[src/rtl/pipeline_ctrl_pkg.sv]
// Shared RV32I pipeline types: controller FSM states and the bundled
// per-stage load/flush control word.
package rv32i_types;

  localparam int unsigned REG_W = 5;

  typedef enum logic [0:0] {
    CTRL_RUN  = 1'b0,
    CTRL_WAIT = 1'b1
  } ctrl_state_t;

  typedef struct packed {
    logic load_pc;
    logic load_if_id;
    logic load_id_ex;
    logic load_ex_mem;
    logic load_mem_wb;
    logic flush_if_id;
    logic flush_id_ex;
  } pipe_ctrl_t;

  localparam pipe_ctrl_t PIPE_HOLD    = 7'b000_0000;
  localparam pipe_ctrl_t PIPE_RUN     = 7'b111_1100;
  localparam pipe_ctrl_t PIPE_SQUASH  = 7'b111_1111;
  localparam pipe_ctrl_t PIPE_LU_STALL = 7'b001_1101;

endpackage

[src/rtl/pipeline_ctrl_load_use.sv]
// Combinational load-use comparator between the ID-stage sources and the
// EX-stage load destination; x0 never creates a hazard.
module load_use_detect
  import rv32i_types::*;
(
  input  logic [REG_W-1:0] id_rs1_i,
  input  logic [REG_W-1:0] id_rs2_i,
  input  logic             id_use_rs1_i,
  input  logic             id_use_rs2_i,
  input  logic [REG_W-1:0] ex_rd_i,
  input  logic             ex_is_load_i,
  output logic             load_use_o
);

  logic rd_nonzero_s;
  logic hit_rs1_s;
  logic hit_rs2_s;

  assign rd_nonzero_s = (ex_rd_i != 5'd0);
  assign hit_rs1_s    = id_use_rs1_i & (id_rs1_i == ex_rd_i);
  assign hit_rs2_s    = id_use_rs2_i & (id_rs2_i == ex_rd_i);
  assign load_use_o   = ex_is_load_i & rd_nonzero_s & (hit_rs1_s | hit_rs2_s);

endmodule

[src/rtl/pipeline_ctrl.sv]
// Stall/flush sequencer for the 5-stage pipeline: memory handshake tracking,
// load-use stalls, branch squashes and performance counters.
module pipeline_ctrl
  import rv32i_types::*;
#(
  parameter int unsigned CNT_W = 32
) (
  input  logic             clk,
  input  logic             rst,
  input  logic             imem_resp,
  output logic             imem_read,
  input  logic             dmem_req,
  input  logic             dmem_resp,
  input  logic [REG_W-1:0] id_rs1,
  input  logic [REG_W-1:0] id_rs2,
  input  logic             id_use_rs1,
  input  logic             id_use_rs2,
  input  logic [REG_W-1:0] ex_rd,
  input  logic             ex_is_load,
  input  logic             ex_br_taken,
  output logic             load_pc,
  output logic             load_if_id,
  output logic             load_id_ex,
  output logic             load_ex_mem,
  output logic             load_mem_wb,
  output logic             flush_if_id,
  output logic             flush_id_ex,
  output logic [CNT_W-1:0] mem_stall_cnt,
  output logic [CNT_W-1:0] hazard_stall_cnt,
  output logic [CNT_W-1:0] flush_cnt
);

  localparam logic [CNT_W-1:0] CNT_ONE = {{(CNT_W-1){1'b0}}, 1'b1};

  ctrl_state_t      state_q, state_d;
  logic             imem_done_q, imem_done_d;
  logic             dmem_done_q, dmem_done_d;
  logic             active_q;
  logic [CNT_W-1:0] mem_stall_q, mem_stall_d;
  logic [CNT_W-1:0] hazard_q, hazard_d;
  logic [CNT_W-1:0] flush_q, flush_d;

  logic       i_ok_s, d_ok_s, advance_s, load_use_s, dmem_hit_s;
  pipe_ctrl_t ctrl_s;

  load_use_detect u_load_use (
    .id_rs1_i     (id_rs1),
    .id_rs2_i     (id_rs2),
    .id_use_rs1_i (id_use_rs1),
    .id_use_rs2_i (id_use_rs2),
    .ex_rd_i      (ex_rd),
    .ex_is_load_i (ex_is_load),
    .load_use_o   (load_use_s)
  );

  // A data response only counts when the MEM stage actually issued an access.
  assign dmem_hit_s = dmem_req & dmem_resp;
  assign i_ok_s     = imem_resp | imem_done_q;
  assign d_ok_s     = ~dmem_req | dmem_resp | dmem_done_q;
  assign advance_s  = i_ok_s & d_ok_s;

  // Stage enables; forced to hold while reset is asserted so nothing glitches.
  always_comb begin
    ctrl_s = PIPE_HOLD;
    if (!rst) begin
      ctrl_s = PIPE_HOLD;
    end else if (!advance_s) begin
      ctrl_s = PIPE_HOLD;
    end else if (ex_br_taken) begin
      ctrl_s = PIPE_SQUASH;
    end else if (load_use_s) begin
      ctrl_s = PIPE_LU_STALL;
    end else begin
      ctrl_s = PIPE_RUN;
    end
  end

  assign load_pc     = ctrl_s.load_pc;
  assign load_if_id  = ctrl_s.load_if_id;
  assign load_id_ex  = ctrl_s.load_id_ex;
  assign load_ex_mem = ctrl_s.load_ex_mem;
  assign load_mem_wb = ctrl_s.load_mem_wb;
  assign flush_if_id = ctrl_s.flush_if_id;
  assign flush_id_ex = ctrl_s.flush_id_ex;

  // Next state of the sticky completion bits and the RUN/WAIT FSM.
  always_comb begin
    imem_done_d = imem_done_q;
    dmem_done_d = dmem_done_q;
    state_d     = state_q;
    if (advance_s) begin
      imem_done_d = 1'b0;
      dmem_done_d = 1'b0;
    end else begin
      imem_done_d = imem_done_q | imem_resp;
      dmem_done_d = dmem_done_q | dmem_hit_s;
    end
    case (state_q)
      CTRL_RUN: begin
        if (!advance_s && (imem_resp || dmem_hit_s)) begin
          state_d = CTRL_WAIT;
        end else begin
          state_d = CTRL_RUN;
        end
      end
      CTRL_WAIT: begin
        if (advance_s) begin
          state_d = CTRL_RUN;
        end else begin
          state_d = CTRL_WAIT;
        end
      end
      default: state_d = CTRL_RUN;
    endcase
  end

  // Performance counter next values; wrap naturally at 2^CNT_W.
  always_comb begin
    mem_stall_d = mem_stall_q;
    hazard_d    = hazard_q;
    flush_d     = flush_q;
    if (!advance_s) begin
      mem_stall_d = mem_stall_q + CNT_ONE;
    end else if (ex_br_taken) begin
      flush_d = flush_q + CNT_ONE;
    end else if (load_use_s) begin
      hazard_d = hazard_q + CNT_ONE;
    end else begin
      mem_stall_d = mem_stall_q;
    end
  end

  // Controller state, sticky bits and counters.
  always_ff @(posedge clk or negedge rst) begin
    if (!rst) begin
      state_q     <= CTRL_RUN;
      imem_done_q <= 1'b0;
      dmem_done_q <= 1'b0;
      active_q    <= 1'b0;
      mem_stall_q <= {CNT_W{1'b0}};
      hazard_q    <= {CNT_W{1'b0}};
      flush_q     <= {CNT_W{1'b0}};
    end else begin
      state_q     <= state_d;
      imem_done_q <= imem_done_d;
      dmem_done_q <= dmem_done_d;
      active_q    <= 1'b1;
      mem_stall_q <= mem_stall_d;
      hazard_q    <= hazard_d;
      flush_q     <= flush_d;
    end
  end

  assign imem_read        = active_q & ~imem_done_q;
  assign mem_stall_cnt    = mem_stall_q;
  assign hazard_stall_cnt = hazard_q;
  assign flush_cnt        = flush_q;

endmodule

[config.mk]
export PLATFORM = sky130hd
export DESIGN_NAME = pipeline_ctrl
export DESIGN_NICKNAME = d
export VERILOG_FILES = /design/src/rtl/pipeline_ctrl_pkg.sv /design/src/rtl/pipeline_ctrl_load_use.sv /design/src/rtl/pipeline_ctrl.sv
export SDC_FILE = /design/constraint.sdc
export NUM_CORES = 1
export LEC_CHECK = 0
export ABC_CLOCK_PERIOD_IN_PS = 1800
export BUFFER_PORTS_ARGS = -buffer_cell sky130_fd_sc_hd__buf_2
export CAP_MARGIN = 20
export CORE_MARGIN = 5
export CORE_UTILIZATION = 53
export DETAILED_ROUTE_END_ITERATION = 16
export HOLD_SLACK_MARGIN = 0.05
export PLACE_DENSITY = 0.8
export SYNTH_ARGS = -nofsm -noshare
export SYNTH_HDL_FRONTEND = slang
export SYNTH_HIERARCHICAL = 1
export SYNTH_SLANG_ARGS = --single-unit
export TNS_END_PERCENT = 5
[constraint.sdc]
create_clock -name clk -period 1.8 [get_ports clk]
set_input_delay 0.18 -clock clk [delete_from_list [all_inputs] [get_ports clk]]
set_output_delay 0.18 -clock clk [all_outputs]
set_load 0.05 [all_outputs]
==> results.toml, run 1 <==
[clock_network]
cts_buffer_depth = 2
ctsRootBufferMaster = "sky130_fd_sc_hd__clkbuf_8"
htreeDepth = 3
clkLatencyLatePin_ns = 0.36
clk_transition_reported_paths_ns = 0.10
cts_buffers = 9
clock-sinks = 99
cts_tree = "built"

[timing]
timing.final.crit_share_pct = 96.9
final-setup-viol-count = 0
fmax_mhz = 573
finalHoldWorstSlack_ns = 0.0870
maxSlewViolCount = 0
maxSlewHeadroom_pct = 46.9
tightest_slew_ns = 0.793
grt_setup_unrepaired = "yes"
final-hold-violation-count = 0
finClkSkew_ns = 0.0155
final_period_minus_worst_setup_slack_ns = 1.74
fin_ws_ns = 0.0554

[route]
wire_per_inst_um = 16.4
total_detailed_routing_wirelength_mm = 11.4
detail_route.drc_violations = 0
vias_per_cell = 5.52
drt_pass1_iterations = 4
antenna_left = 0
vias = 3846
drt_iter0_drc = 137

[cells_and_area]
seq_area_sq_mm = 0.00249
layout-area-overhead-vs-synth_pct = 26.3
fraction_of_final_layout_cells_with_drive_strength_greater_than_1_pct = 34.7
final_common_cell = "sky130_fd_sc_hd__buf_2"
multi_input_gate_area_sq_mm = 0.00231
finish.net_count = 610
layout_common_cells = "sky130_fd_sc_hd__buf_2, sky130_fd_sc_hd__dfrtp_1, sky130_fd_sc_hd__xnor2_1"
n_fill_cell = 669

[min_path]
hold_class = "in2reg"

[worst_setup_path]
worstPathCellList = "nor2_4 -> nor2_4 -> and2_4 -> o21a_1 -> buf_6"
category_of_the_worst_setup_path_launch_point = "register"
critical_path_type = "reg2out"
kind_of_cell_with_the_highest_combined_delay_on_the_critical_path = "simple AND/OR/NAND/NOR gates"
cp_common_cell = "sky130_fd_sc_hd__nor2_4"
arrival_ns = 1.56
critical_path.n_buffers_inverters = 1
timing.critical_path.to_type = "primary output"
timing.critical_path.required_ns = 1.62
cpPeakStageDelay_ns = 0.46
timing.critical_path.fanout_max = 6
cpMaxStageDelayCell = "sky130_fd_sc_hd__dfrtp_2"

[job]
cap_viol_max_count = 0

[yosys]
yosysSeqAreaShare_pct = 51.2
yosys_register_bits = 99
post_synth_num_cell_types = 38
post_synth_arst_share_pct = 100
synth.net_count = 461
synth_cells = 434
top_ff_cell_synth = "sky130_fd_sc_hd__dfrtp_1"
synth-edff-count = 0
synthesized_area_per_cell_sq_um = 11.1
synth.cell_area_sq_mm = 0.00484
ys.warnings.count = 6

[global_routing]
top_usage_layer = "met2"
first_global_vias = 3838
met3_usage_pct = 4.46
grtUsageMet2_pct = 32.9
globalRoute.totalOverflow = 0
antenna_violations_before_repair = 1
groute.usage.overall_pct = 20.1
pin_count_of_the_biggest_net_entering_global_routing = 83
grt_first_pass_wirelength_mm = 18.6
grtUsageMet1_pct = 26.7

[power_and_ir_drop]
share_clk_of_total_power_pct = 27.3
maximum_ir_drop_on_the_vdd_rail_mv = 1.24
power_frac_comb_pct = 24.4
p_sw_share_pct = 36.2
power.leakage_nw = 2.99
internal-power_mw = 3.44
total_switching_power_mw = 1.95
seq_power_share_pct = 48.3
power_density_mw_per_mm2 = 882

[die]
die_height_um = 106
area_of_the_die_sq_mm = 0.0111
floorplan.die.width_um = 106
core_region_area_sq_mm = 0.00881
initial_core_util_pct = 54.9
floorplan.io_pins = 128
standard_cell_row_count = 34

[placed_design]
io_buffers = 127
final_hpwl_from_detailed_placement_mm = 8.05
gpl.final_weighted_congestion = 0.900
dp_worst_setup_slack_ns = -0.354

[outcome]
outcome = "complete, no violations"
==> cell type report <==
type | instances | share of cell area, %
inverters | 11 | 0.676
clock inverters | 5 | 1.00
multi-input cells | 308 | 37.8
well taps | 108 | 2.21
repair buffers | 154 | 15.2
flip-flops and latches | 99 | 40.7
clock buffers | 11 | 2.32
diodes | 1 | 0.0410
==> kinds of logic after synthesis <==
family | synth area share [%]
flops | 51.2
xor+xnor | 18.7
buf+inv | 2.82
other cells | 0.0775
fa+ha+maj | 0.776
compound gates | 1.55
simple gates | 24.2
mux | 0.699
==> cell usage after synthesis, drive strengths merged, types with 2 or more instances <==
| cell type | number | area (sq um) |
|---|---|---|
| dfrtp | 99 | 2480 |
| xnor2 | 66 | 578 |
| nand4 | 38 | 238 |
| xor2 | 37 | 324 |
| nand3 | 33 | 170 |
| nor3 | 23 | 120 |
| nand2 | 21 | 78.8 |
| and3 | 18 | 113 |
| nor2 | 16 | 62.6 |
| nor4 | 13 | 158 |
| and4 | 12 | 105 |
| buf | 12 | 80.1 |
| inv | 11 | 41.3 |
| and2 | 6 | 37.5 |
| clkbuf | 4 | 15.0 |
| o21ai | 4 | 20.0 |
| ha | 3 | 37.5 |
| mux2 | 3 | 33.8 |
| a21oi | 2 | 10.0 |
| nor3b | 2 | 26.3 |
| o2111ai | 2 | 30.0 |
| o21a | 2 | 15.0 |
==> routing by layer <==
| metal | wire length, um | vias to the layer above |
|---|---|---|
| li1 | - | 1823 |
| met1 | 5020 | 1917 |
| met2 | 5660 | 94 |
| met3 | 604 | 12 |
| met4 | 140 | 0 |
| met5 | 0 | - |
==> metrics by stage <==
stage | util [%] | setup TNS (ns) | instances | total power [mW] | area, sq um
2_1_floorplan | - | -3.01 | 434 | 3.52 | 4860
3_3_place_gp | 65.2 | -7.32 | 676 | 3.90 | 5740
3_5_place_dp | 65.2 | -8.13 | 676 | 3.93 | 5740
4_1_cts | 68.1 | -0.0249 | 696 | 5.39 | 5990
5_1_grt | 69.4 | -0.549 | 697 | 5.63 | 6110
6_report | 69.4 | 0 | 697 | 5.39 | 6110
==> sequential cells by signal, summed over array words and instances, names as in the netlist <==
register,flops
flush_cnt,32
hazard_stall_cnt,32
mem_stall_cnt,32
active_q,1
dmem_done_q,1
imem_done_q,1
==> path summary, 6_finish.rpt <==
check,startpoint,endpoint,slack [ns],cells past startpoint
max,imem_done_q$_DFF_PN0_,flush_id_ex,0.06,5
min,imem_resp,dmem_done_q$_DFF_PN0_,0.09,2
max reg2reg,dmem_done_q$_DFF_PN0_,mem_stall_cnt[30]$_DFFE_PN0P_,0.10,5
min reg2reg,hazard_stall_cnt[31]$_DFFE_PN0P_,hazard_stall_cnt[31]$_DFFE_PN0P_,0.48,1
max in group asynchronous,rst,hazard_stall_cnt[5]$_DFFE_PN0P_,0.27,3
min in group asynchronous,rst,mem_stall_cnt[6]$_DFFE_PN0P_,0.41,3
==> timing repair <==
action / CTS / global route
pin swaps: 1 / 19
resized for setup: 5 / 24
setup buffers: 2 / 0
hold buffers: 2 / 0
endpoints found under the setup margin: 7 / 44
hold endpoints to repair: 17 / 0
==> power groups by stage <==
stage          combinational, mW  sequential (mW)  clock (mW)
2_1_floorplan              0.361             3.16           0
3_3_place_gp                1.28             2.62           0
3_5_place_dp                1.30             2.63           0
4_1_cts                     1.31             2.59        1.49
5_1_grt                     1.40             2.64        1.59
6_report                    1.32             2.60        1.47
No activity file was read; power rests on OpenSTA's default activity.
==> run 2, diff against run 1 <==
--- a/config.mk
+++ b/config.mk
@@ -7,12 +7,13 @@
 export LEC_CHECK = 0
 export ABC_CLOCK_PERIOD_IN_PS = 1800
 export BUFFER_PORTS_ARGS = -buffer_cell sky130_fd_sc_hd__buf_2
-export CAP_MARGIN = 20
+export CAP_MARGIN = 15
 export CORE_MARGIN = 5
-export CORE_UTILIZATION = 53
+export CORE_UTILIZATION = 55
+export CTS_BUF_LIST = sky130_fd_sc_hd__clkbuf_8
 export DETAILED_ROUTE_END_ITERATION = 16
 export HOLD_SLACK_MARGIN = 0.05
-export PLACE_DENSITY = 0.8
+export PLACE_DENSITY = 0.83
 export SYNTH_ARGS = -nofsm -noshare
 export SYNTH_HDL_FRONTEND = slang
 export SYNTH_HIERARCHICAL = 1
==> run 2 against run 1 <==
Net effect: the run now ends with negative setup slack left; via count grew 0.68%; combinational power about the same; setup slack worse by 0.19 ns; global-route usage is 0.89 points higher; wire length decreased by 0.47%; final area down 0.35%; count of clock-buffer cells in the layout decreased by 2; hold slack better by 0.0019 ns.
==> results.toml, run 2 (same netlist as run 1, synthesis figures left out) <==
[placed_design]
final_hpwl_from_detailed_placement_mm = 8.17
gpl.final_weighted_congestion = 0.853
io_buffers = 127

[timing]
maxSlewViolCount = 0
grt_setup_unrepaired = "yes"
fin_ws_ns = -0.132
timing.final.crit_share_pct = 107
finClkSkew_ns = 0.0130
fmax_mhz = 518
final-hold-violation-count = 0
tightest_slew_ns = 0.718
maxSlewHeadroom_pct = 52.1
finalHoldWorstSlack_ns = 0.0889
final-setup-viol-count = 31
final_period_minus_worst_setup_slack_ns = 1.93

[global_routing]
top_usage_layer = "met2"
grtUsageMet1_pct = 26.8
met3_usage_pct = 4.66
antenna_violations_before_repair = 0
pin_count_of_the_biggest_net_entering_global_routing = 59
first_global_vias = 3978
groute.usage.overall_pct = 21.0
grtUsageMet2_pct = 35.3
globalRoute.totalOverflow = 0
grt_first_pass_wirelength_mm = 19.0

[die]
core_region_area_sq_mm = 0.00864
die_height_um = 104
floorplan.io_pins = 128
initial_core_util_pct = 56.0
standard_cell_row_count = 34
floorplan.die.width_um = 104
area_of_the_die_sq_mm = 0.0108

[cells_and_area]
layout_common_cells = "sky130_fd_sc_hd__buf_2, sky130_fd_sc_hd__dfrtp_1, sky130_fd_sc_hd__xnor2_1"
multi_input_gate_area_sq_mm = 0.00229
fraction_of_final_layout_cells_with_drive_strength_greater_than_1_pct = 35.5
final_core_utilization_pct = 70.5
final_common_cell = "sky130_fd_sc_hd__buf_2"
n_fill_cell = 657
finish.net_count = 614
layout-area-overhead-vs-synth_pct = 25.8
insertedDiodeCount = 0
seq_area_sq_mm = 0.00249

[power_and_ir_drop]
power.leakage_nw = 3.00
maximum_ir_drop_on_the_vdd_rail_mv = 1.21
totalPowerFinal_mw = 5.27
power_density_mw_per_mm2 = 866

[worst_setup_path]
worstPathCellList = "buf_6 -> xor2_1 -> nor4_2 -> nand3_1 -> a21oi_2 -> buf_4 -> nand4b_1 -> buf_4 -> nor3_2 -> buf_4 -> nand4_1 -> xnor2_1"
cpPeakStageDelay_ns = 0.31
timing.critical_path.to_type = "register"
critical_path.n_buffers_inverters = 4
category_of_the_worst_setup_path_launch_point = "input pin"
timing.critical_path.fanout_max = 7
kind_of_cell_with_the_highest_combined_delay_on_the_critical_path = "simple AND/OR/NAND/NOR gates"
cpMaxStageDelayCell = "sky130_fd_sc_hd__nor4_2"
timing.critical_path.required_ns = 2.04
cp_common_cell = "sky130_fd_sc_hd__buf_4"
arrival_ns = 2.17
critical_path_type = "in2reg"

[route]
vias = 3872
drt_iter0_drc = 123
antenna_left = 0
wire_per_inst_um = 16.3
detail_route.drc_violations = 0
vias_per_cell = 5.53
total_detailed_routing_wirelength_mm = 11.4
drt_pass1_iterations = 4

[min_path]
hold_class = "in2reg"

[clock_network]
clk_transition_reported_paths_ns = 0.10
clkLatencyLatePin_ns = 0.35
cts_buffer_depth = 2
cts_tree = "built"
clock-sinks = 99
cts_buffers = 9
htreeDepth = 3
ctsRootBufferMaster = "sky130_fd_sc_hd__clkbuf_8"

[outcome]
outcome = "finished, violations left"
violations = "negative setup slack"

[job]
cap_viol_max_count = 0
-- run 2: area by class of cell --
class	count	share of cell area, %
flip-flops and latches	99	40.9
clock buffers	9	2.04
clock inverters	7	0.966
well taps	108	2.22
repair buffers	158	15.6
inverters	11	0.678
multi-input cells	308	37.6
-- run 2: what timing repair did --
item | in CTS | in global routing
setup endpoints to repair | 11 | 45
hold buffers | 1 | 0
pin swaps | 15 | 10
hold endpoints to repair | 87 | 0
setup buffers | 4 | 0
gates resized for setup | 15 | 12
-- run 2: worst paths after layout --
check | slack (ns) | end | startpoint | depth (start not counted)
max | -0.13 | hazard_stall_cnt[16]$_DFFE_PN0P_ | id_rs2[0] | 12
min in group asynchronous | 0.15 | mem_stall_cnt[7]$_DFFE_PN0P_ | rst | 2
max in group asynchronous | 0.73 | flush_cnt[0]$_DFFE_PN0P_ | rst | 3
min reg2reg | 0.47 | hazard_stall_cnt[31]$_DFFE_PN0P_ | hazard_stall_cnt[31]$_DFFE_PN0P_ | 1
max reg2reg | 0.04 | mem_stall_cnt[21]$_DFFE_PN0P_ | dmem_done_q$_DFF_PN0_ | 6
min | 0.09 | dmem_done_q$_DFF_PN0_ | imem_resp | 2
-- run 2: power breakdown --
group,switching (mW),total [mW],leakage [nW],internal [mW]
clock,0.811,1.34,0.0921,0.526
sequential,0.217,2.61,1.32,2.39
combinational,0.969,1.33,1.59,0.360
total,2.00,5.27,3.00,3.28
-- run 2: metrics by stage --
stage / worst slack, ns / instances / area [sq um] / setup TNS (ns)
final: -0.132 / 700 / 6090 / -2.25
after global routing: -0.220 / 700 / 6090 / -4.21
after CTS: -0.0765 / 700 / 6030 / -0.636
after global placement: -0.272 / 679 / 5750 / -6.69
after floorplan: -0.122 / 434 / 4860 / -3.01
after detailed placement: -0.404 / 679 / 5750 / -10.45
-- run 2: per-layer routing --
metal | part of all wire [%] | vias to the layer above
met1 | 43 | 1917
met3 | 5.3 | 14
met4 | 1.3 | 0
met2 | 50 | 114
met5 | 0 | -
li1 | - | 1827
